$ cat src/rtl/uart_pkg.sv
// Shared types and defaults for the UART transmit scheduler.
package uart_pkg;

  localparam int unsigned BYTE_W          = 8;
  localparam int unsigned N_REQ_DEF       = 3;
  localparam int unsigned ACK_TIMEOUT_DEF = 15;

  typedef enum logic [1:0] {
    ST_IDLE      = 2'd0,
    ST_LOAD      = 2'd1,
    ST_SEND      = 2'd2,
    ST_WAIT_DONE = 2'd3
  } sched_state_t;

  // Byte captured from the granted requester, with its end-of-frame marker.
  typedef struct packed {
    logic              last;
    logic [BYTE_W-1:0] data;
  } tx_byte_t;

endpackage

$ cat src/rtl/rr_arbiter.sv
// Round-robin selector: one-hot grant to the first requester after ptr, wrapping.
module rr_arbiter
  import uart_pkg::*;
#(
  parameter int unsigned N     = N_REQ_DEF,
  parameter int unsigned PTR_W = (N > 1) ? $clog2(N) : 1
) (
  input  logic [N-1:0]     req,
  input  logic [PTR_W-1:0] ptr,
  output logic [N-1:0]     gnt_c
);

  logic             found;
  logic [PTR_W-1:0] idx;

  always_comb begin
    gnt_c = '0;
    found = 1'b0;
    idx   = '0;
    for (int unsigned k = 1; k <= N; k++) begin
      idx = PTR_W'((32'(ptr) + k) % N);
      if (!found && req[idx]) begin
        gnt_c[idx] = 1'b1;
        found      = 1'b1;
      end
    end
  end

endmodule

$ cat src/rtl/uart_tx_sched.sv
// Round-robin scheduler multiplexing N_REQ byte streams onto one UART transmitter.
// Frames are granted whole; each byte is handed over with an EN/busy level handshake.
module uart_tx_sched
  import uart_pkg::*;
#(
  parameter int unsigned N_REQ       = N_REQ_DEF,
  parameter int unsigned ACK_TIMEOUT = ACK_TIMEOUT_DEF
) (
  input  logic                    CLK_SYS,
  input  logic                    CLK_RST,
  input  logic [N_REQ-1:0]        Req_valid,
  input  logic [BYTE_W*N_REQ-1:0] Req_data,
  input  logic [N_REQ-1:0]        Req_last,
  output logic [N_REQ-1:0]        Req_ready,
  input  logic                    Uart_TX_busy,
  output logic                    Uart_TX_EN,
  output logic [BYTE_W-1:0]       Uart_din,
  output logic [N_REQ-1:0]        Grant,
  output logic                    Sched_busy,
  output logic                    Ack_err
);

  localparam int unsigned      PTR_W     = (N_REQ > 1) ? $clog2(N_REQ) : 1;
  localparam int unsigned      CNT_W     = $clog2(ACK_TIMEOUT + 1);
  localparam logic [CNT_W-1:0] CNT_LIMIT = CNT_W'(ACK_TIMEOUT);
  localparam logic [PTR_W-1:0] PTR_RST   = PTR_W'(N_REQ - 1);

  sched_state_t     state_q, state_d;
  logic [N_REQ-1:0] grant_q, grant_d;
  logic [N_REQ-1:0] ready_q, ready_d;
  logic [PTR_W-1:0] ptr_q, ptr_d;
  logic [CNT_W-1:0] cnt_q, cnt_d, cnt_inc;
  tx_byte_t         tx_q, tx_d, sel;
  logic             tx_en_q, tx_en_d;
  logic             sbusy_q, sbusy_d;
  logic             err_q, err_d;
  logic [N_REQ-1:0] arb_gnt_c;
  logic [PTR_W-1:0] arb_idx;
  logic             xfer;

  rr_arbiter #(.N(N_REQ), .PTR_W(PTR_W)) u_arb (
    .req   (Req_valid),
    .ptr   (ptr_q),
    .gnt_c (arb_gnt_c)
  );

  always_ff @(posedge CLK_SYS or negedge CLK_RST) begin
    if (!CLK_RST) begin
      state_q <= ST_IDLE;
      grant_q <= '0;
      ready_q <= '0;
      ptr_q   <= PTR_RST;
      cnt_q   <= '0;
      tx_q    <= '0;
      tx_en_q <= 1'b0;
      sbusy_q <= 1'b0;
      err_q   <= 1'b0;
    end else begin
      state_q <= state_d;
      grant_q <= grant_d;
      ready_q <= ready_d;
      ptr_q   <= ptr_d;
      cnt_q   <= cnt_d;
      tx_q    <= tx_d;
      tx_en_q <= tx_en_d;
      sbusy_q <= sbusy_d;
      err_q   <= err_d;
    end
  end

  always_comb begin
    state_d = state_q;
    grant_d = grant_q;
    ptr_d   = ptr_q;
    tx_d    = tx_q;
    tx_en_d = tx_en_q;
    cnt_d   = '0;
    err_d   = 1'b0;
    sel     = '0;
    arb_idx = '0;
    cnt_inc = cnt_q + CNT_W'(1);
    xfer    = |(Req_valid & ready_q);

    // Byte and marker offered by the current owner.
    for (int unsigned i = 0; i < N_REQ; i++) begin
      if (grant_q[i]) begin
        sel.data = Req_data[i*BYTE_W +: BYTE_W];
        sel.last = Req_last[i];
      end
      if (arb_gnt_c[i]) arb_idx = PTR_W'(i);
    end

    case (state_q)
      ST_IDLE: begin
        if (|Req_valid) begin
          grant_d = arb_gnt_c;
          ptr_d   = arb_idx;
          state_d = ST_LOAD;
        end
      end
      ST_LOAD: begin
        if (xfer) begin
          tx_d    = sel;
          tx_en_d = 1'b1;
          state_d = ST_SEND;
        end
      end
      ST_SEND: begin
        if (Uart_TX_busy) begin
          tx_en_d = 1'b0;
          state_d = ST_WAIT_DONE;
        end else if (cnt_inc == CNT_LIMIT) begin
          // Transmitter never acknowledged: abandon the rest of the frame.
          err_d   = 1'b1;
          tx_en_d = 1'b0;
          grant_d = '0;
          state_d = ST_IDLE;
        end else begin
          cnt_d = cnt_inc;
        end
      end
      ST_WAIT_DONE: begin
        if (!Uart_TX_busy) begin
          if (tx_q.last) begin
            grant_d = '0;
            state_d = ST_IDLE;
          end else begin
            state_d = ST_LOAD;
          end
        end
      end
      default: state_d = ST_IDLE;
    endcase

    ready_d = (state_d == ST_LOAD) ? (Req_valid & grant_d) : '0;
    sbusy_d = (state_d != ST_IDLE);
  end

  assign Req_ready  = ready_q;
  assign Uart_TX_EN = tx_en_q;
  assign Uart_din   = tx_q.data;
  assign Grant      = grant_q;
  assign Sched_busy = sbusy_q;
  assign Ack_err    = err_q;

endmodule

$ cat config.mk
export PLATFORM = sky130hd
export DESIGN_NAME = uart_tx_sched
export DESIGN_NICKNAME = d
export VERILOG_FILES = /design/src/rtl/uart_pkg.sv /design/src/rtl/rr_arbiter.sv /design/src/rtl/uart_tx_sched.sv
export SDC_FILE = /design/constraint.sdc
export NUM_CORES = 1
export LEC_CHECK = 0
export CAP_MARGIN = 5
export CORE_ASPECT_RATIO = 1.25
export CORE_MARGIN = 2
export CORE_UTILIZATION = 50
export DETAILED_ROUTE_END_ITERATION = 7
export PLACE_DENSITY_LB_ADDON = 0.3
export SLEW_MARGIN = 20
export SYNTH_ARGS = -nofsm -noshare
export SYNTH_HDL_FRONTEND = slang
export SYNTH_SLANG_ARGS = --single-unit
$ cat constraint.sdc
create_clock -name CLK_SYS -period 5.53 [get_ports CLK_SYS]
set_clock_uncertainty 0.05 [all_clocks]
set_input_delay 1.106 -clock CLK_SYS [delete_from_list [all_inputs] [get_ports CLK_SYS]]
set_output_delay 1.106 -clock CLK_SYS [all_outputs]
set_load 0.02 [all_outputs]
==> run_results.csv <==
group,metric,value,unit
place,portBuffers,49,
hold_path,worstHoldEndpoint,"Uart_din[2]",
timing,rsz0062_at_grt,"false",
timing,fin_crit_sh,52.5,%
die,die_x,55.0,microns
global_route,grt-ovfl-total,0,
logic_synthesis,synth_area_leader_cell,"dfrtp_1",
setup_path,reg2regPathDepth,7,
logic_synthesis,synth-seq-area-share,40.0,%
drt,vias,1478,
logic_synthesis,synthSimpleGateAreaFrac,16.0,%
timing,hold_viol,0,
setup_path,worstReg2RegStart,"ptr_q[0]",
drt,drt-total-wl,4.03,mm
logic_synthesis,synth_top_family_by_area,"compound AO/OA/AOI/OAI gates",
global_route,grt_pass1_vias,1410,
place,dpl-instance-area,2070,sq um
clock_tree,clock_latency,270,ps
clock_tree,cts_buffers,3,
logic_synthesis,synth-seq-cells,26,
clock_tree,cts_root_buf,"clkbuf_8",
global_route,grt_pass1_wl,5.99,mm
timing,setup_viol,0,
place,dpl.hpwl,3.09,mm
setup_path,cp_slowest_cell,"clkdlybuf4s50_1",
die,core-area,3170,sq um
drt,drtAntennaViolNets,0,
drt,dr.pass1.iters,4,
place,routabilityCongestion,0.838,
logic_synthesis,syn_nets,215,
hold_path,holdCritPathClass,"flop to flop",
setup_path,worstSetupStartpointType,"input port",
status,status,"finished clean",
logic_synthesis,synthTopCellsByArea,"dfrtp_1 38%, mux2_2 6.2%, o21ai_0 4.9%, ha_1 4.6%, a22oi_1 4.2%",
power_and_ir_drop,power_leakage,0.888,nW
finish,drive_gt1_share,8.92,%
finish,multi_input_area,843,sq um
timing,slew_violations,0,
logic_synthesis,netlist.area_leader.share,38.4,%
timing,min_period,2900,ps
global_route,grt_antenna_before_repair,0,
flow_run,drv_cap,0,
finish,fin_area,2140,sq um
finish,area_growth,31.2,%
finish,final-seq-area,652,sq um
setup_path,regToRegSetupSlack,3340,ps
die,die_h,67.8,microns
logic_synthesis,synth_area_per_cell,9.25,sq um
clock_tree,cts_resized,0,
logic_synthesis,synthAdderAreaFrac,4.61,%
timing,tightest_slew,746,ps
timing,fmax,345,MHz
timing,whs,461,ps
hold_path,min-delay-start,"Uart_din[2]",
setup_path,arrival,3010,ps
logic_synthesis,synth_xor_area_share,1.08,%
setup_path,slowest_delay,670,ps
finish,antennaDiodeCount,0,
logic_synthesis,synth_compound_area_share,22.1,%
logic_synthesis,ys.flop_type,"dfrtp_1",
drt,drtIter0Drc,52,
timing,timing.setup.tns,0,ps
drt,drcViolationCount,0,
clock_tree,cts_sinks,26,
logic_synthesis,async_flop_share,100,%
setup_path,crit_fanout,10,
logic_synthesis,synth_edf_count,0,
clock_tree,ctsHoldBuffers,0,
timing,slew-limit-headroom,50.0,%
place,dp_slack,2310,ps
logic_synthesis,muxShareOfSynthArea,8.07,%
die,initial_core_util,51.4,%
power_and_ir_drop,total_power,0.967,mW
clock_tree,cts_max_level,1,
drt,viasPerCell,5.91,
timing,setup_slack,2630,ps
drt,wl_per_cell,16.1,microns
logic_synthesis,synthCells,176,
setup_path,path_class,"input port to flop",
setup_path,path_cells,"clkdlybuf4s50_1 -> a222oi_1 -> nor3_2 -> mux2_2",
setup_path,critPathCaptureType,"flop",
global_route,grt_usage,22.4,%
power_and_ir_drop,power_density,453,nW/um^2
logic_synthesis,syn_area,1630,sq um
setup_path,required,5640,ps
finish,fillers,256,
logic_synthesis,yosysWarnings,0,
clock_tree,postCtsSetupBuffers,0,
setup_path,worstReg2RegEnd,"ptr_q[0]",
clock_tree,clkSlewWorstSetupHoldPaths,90,ps
die,io_pins,50,
hold_path,hold_depth,1,
clock_tree,clockBufferDepth,2,
clock_tree,cts_tree,"built",
die,rows,23,
finish,fin_nets,253,
power_and_ir_drop,vdd_drop_max,0.324,mV
die,die-area,3730,sq um
global_route,grt_max_degree,27,
logic_synthesis,yosys.cell_types.count,44,
==> worst max-delay path by stage <==
stage	startpoint	to	slack, ps	cells after the start
6_report	Req_valid[1]	Uart_din[0]	2630	4
3_3_place_gp	Req_valid[1]	Uart_din[2]	2400	4
3_5_place_dp	Req_valid[1]	Uart_din[0]	2310	4
2_1_floorplan	Req_valid[1]	Uart_din[0]	3130	4
5_1_grt	Req_valid[1]	Uart_din[0]	2510	4
4_1_cts	Req_valid[2]	Uart_din[0]	2610	4
==> per-layer routing <==
layer	vias up	GRT usage, %	routed length, microns
li1	694	-	-
met1	715	23.5	1460
met2	59	41.7	2220
met3	10	2.88	249
met4	0	11.3	100
met5	-	0	0
==> stage by stage <==
| stage | utilization (%) | instances |
|---|---|---|
| 2_1_floorplan | - | 176 |
| 3_3_place_gp | 65.4 | 246 |
| 3_5_place_dp | 65.4 | 246 |
| 4_1_cts | 67.6 | 250 |
| 5_1_grt | 67.5 | 250 |
| 6_report | 67.5 | 250 |
==> where the power goes <==
group / total (mW) / internal [mW] / switching, mW
clock network: 0.155 / 0.0968 / 0.0582
registers: 0.319 / 0.250 / 0.0692
logic: 0.493 / 0.238 / 0.255
==> critical path: cells and delay by family <==
| kind | cells | cell delay, ps |
|---|---|---|
| buffers and inverters | 1 | 670 |
| and+or+nand+nor | 1 | 600 |
| muxes | 1 | 420 |
| AOI/OAI and AO/OA | 1 | 200 |
==> flip-flops by register name, summed over array words and instances, names as in the netlist <==
register	count
Ack_err	1
Grant	3
Req_ready	3
Sched_busy	1
Uart_TX_EN	1
Uart_din	8
cnt_q	4
ptr_q	2
state_q	2
tx_q	1
==> synth_stat cells (4+ instances only) <==
library cell and number:
dfrtp_1 25, buf_4 8, a21oi_1 6, buf_2 4, nor2_1 10, ha_1 6, inv_1 10, a22oi_1 9
nand2_1 18, mux2_2 9, clkbuf_1 4, o21ai_0 16, nor2b_1 8
==> cell families after synthesis <==
family                   Yosys count
AO/OA/AOI/OAI                     52
XOR/XNOR                           2
adder cells (fa/ha/maj)            6
buffers and inverters             26
flip-flops                        26
multiplexers                      12
AND/OR/NAND/NOR                   52
==> cells in the final DEF (no fill, tap or decap), types with 2 or more instances in the layout <==
master / n
clkdlybuf4s50_1: 48
dfrtp_1: 25
nand2_1: 18
o21ai_0: 16
inv_1: 10
nor2_1: 10
a22oi_1: 9
mux2_2: 9
nor2b_1: 8
a21oi_1: 6
ha_1: 6
nand3_1: 3
mux2i_1: 3
and3_1: 3
clkbuf_8: 3
nor3_2: 2
nand2b_1: 2
nand3b_1: 2
o2bb2ai_1: 2
nor3_1: 2
a21boi_0: 2
==> area by class of cell <==
cell class                 instances  area share (%)
timing repair buffer              49            22.7
multi-input combinational        124            39.5
clock buffer                       3            1.93
clock inverter                     1            1.41
sequential                        26            30.5
inverter                          10            1.76
tap                               37            2.17
(Power assumes the default switching activity.)
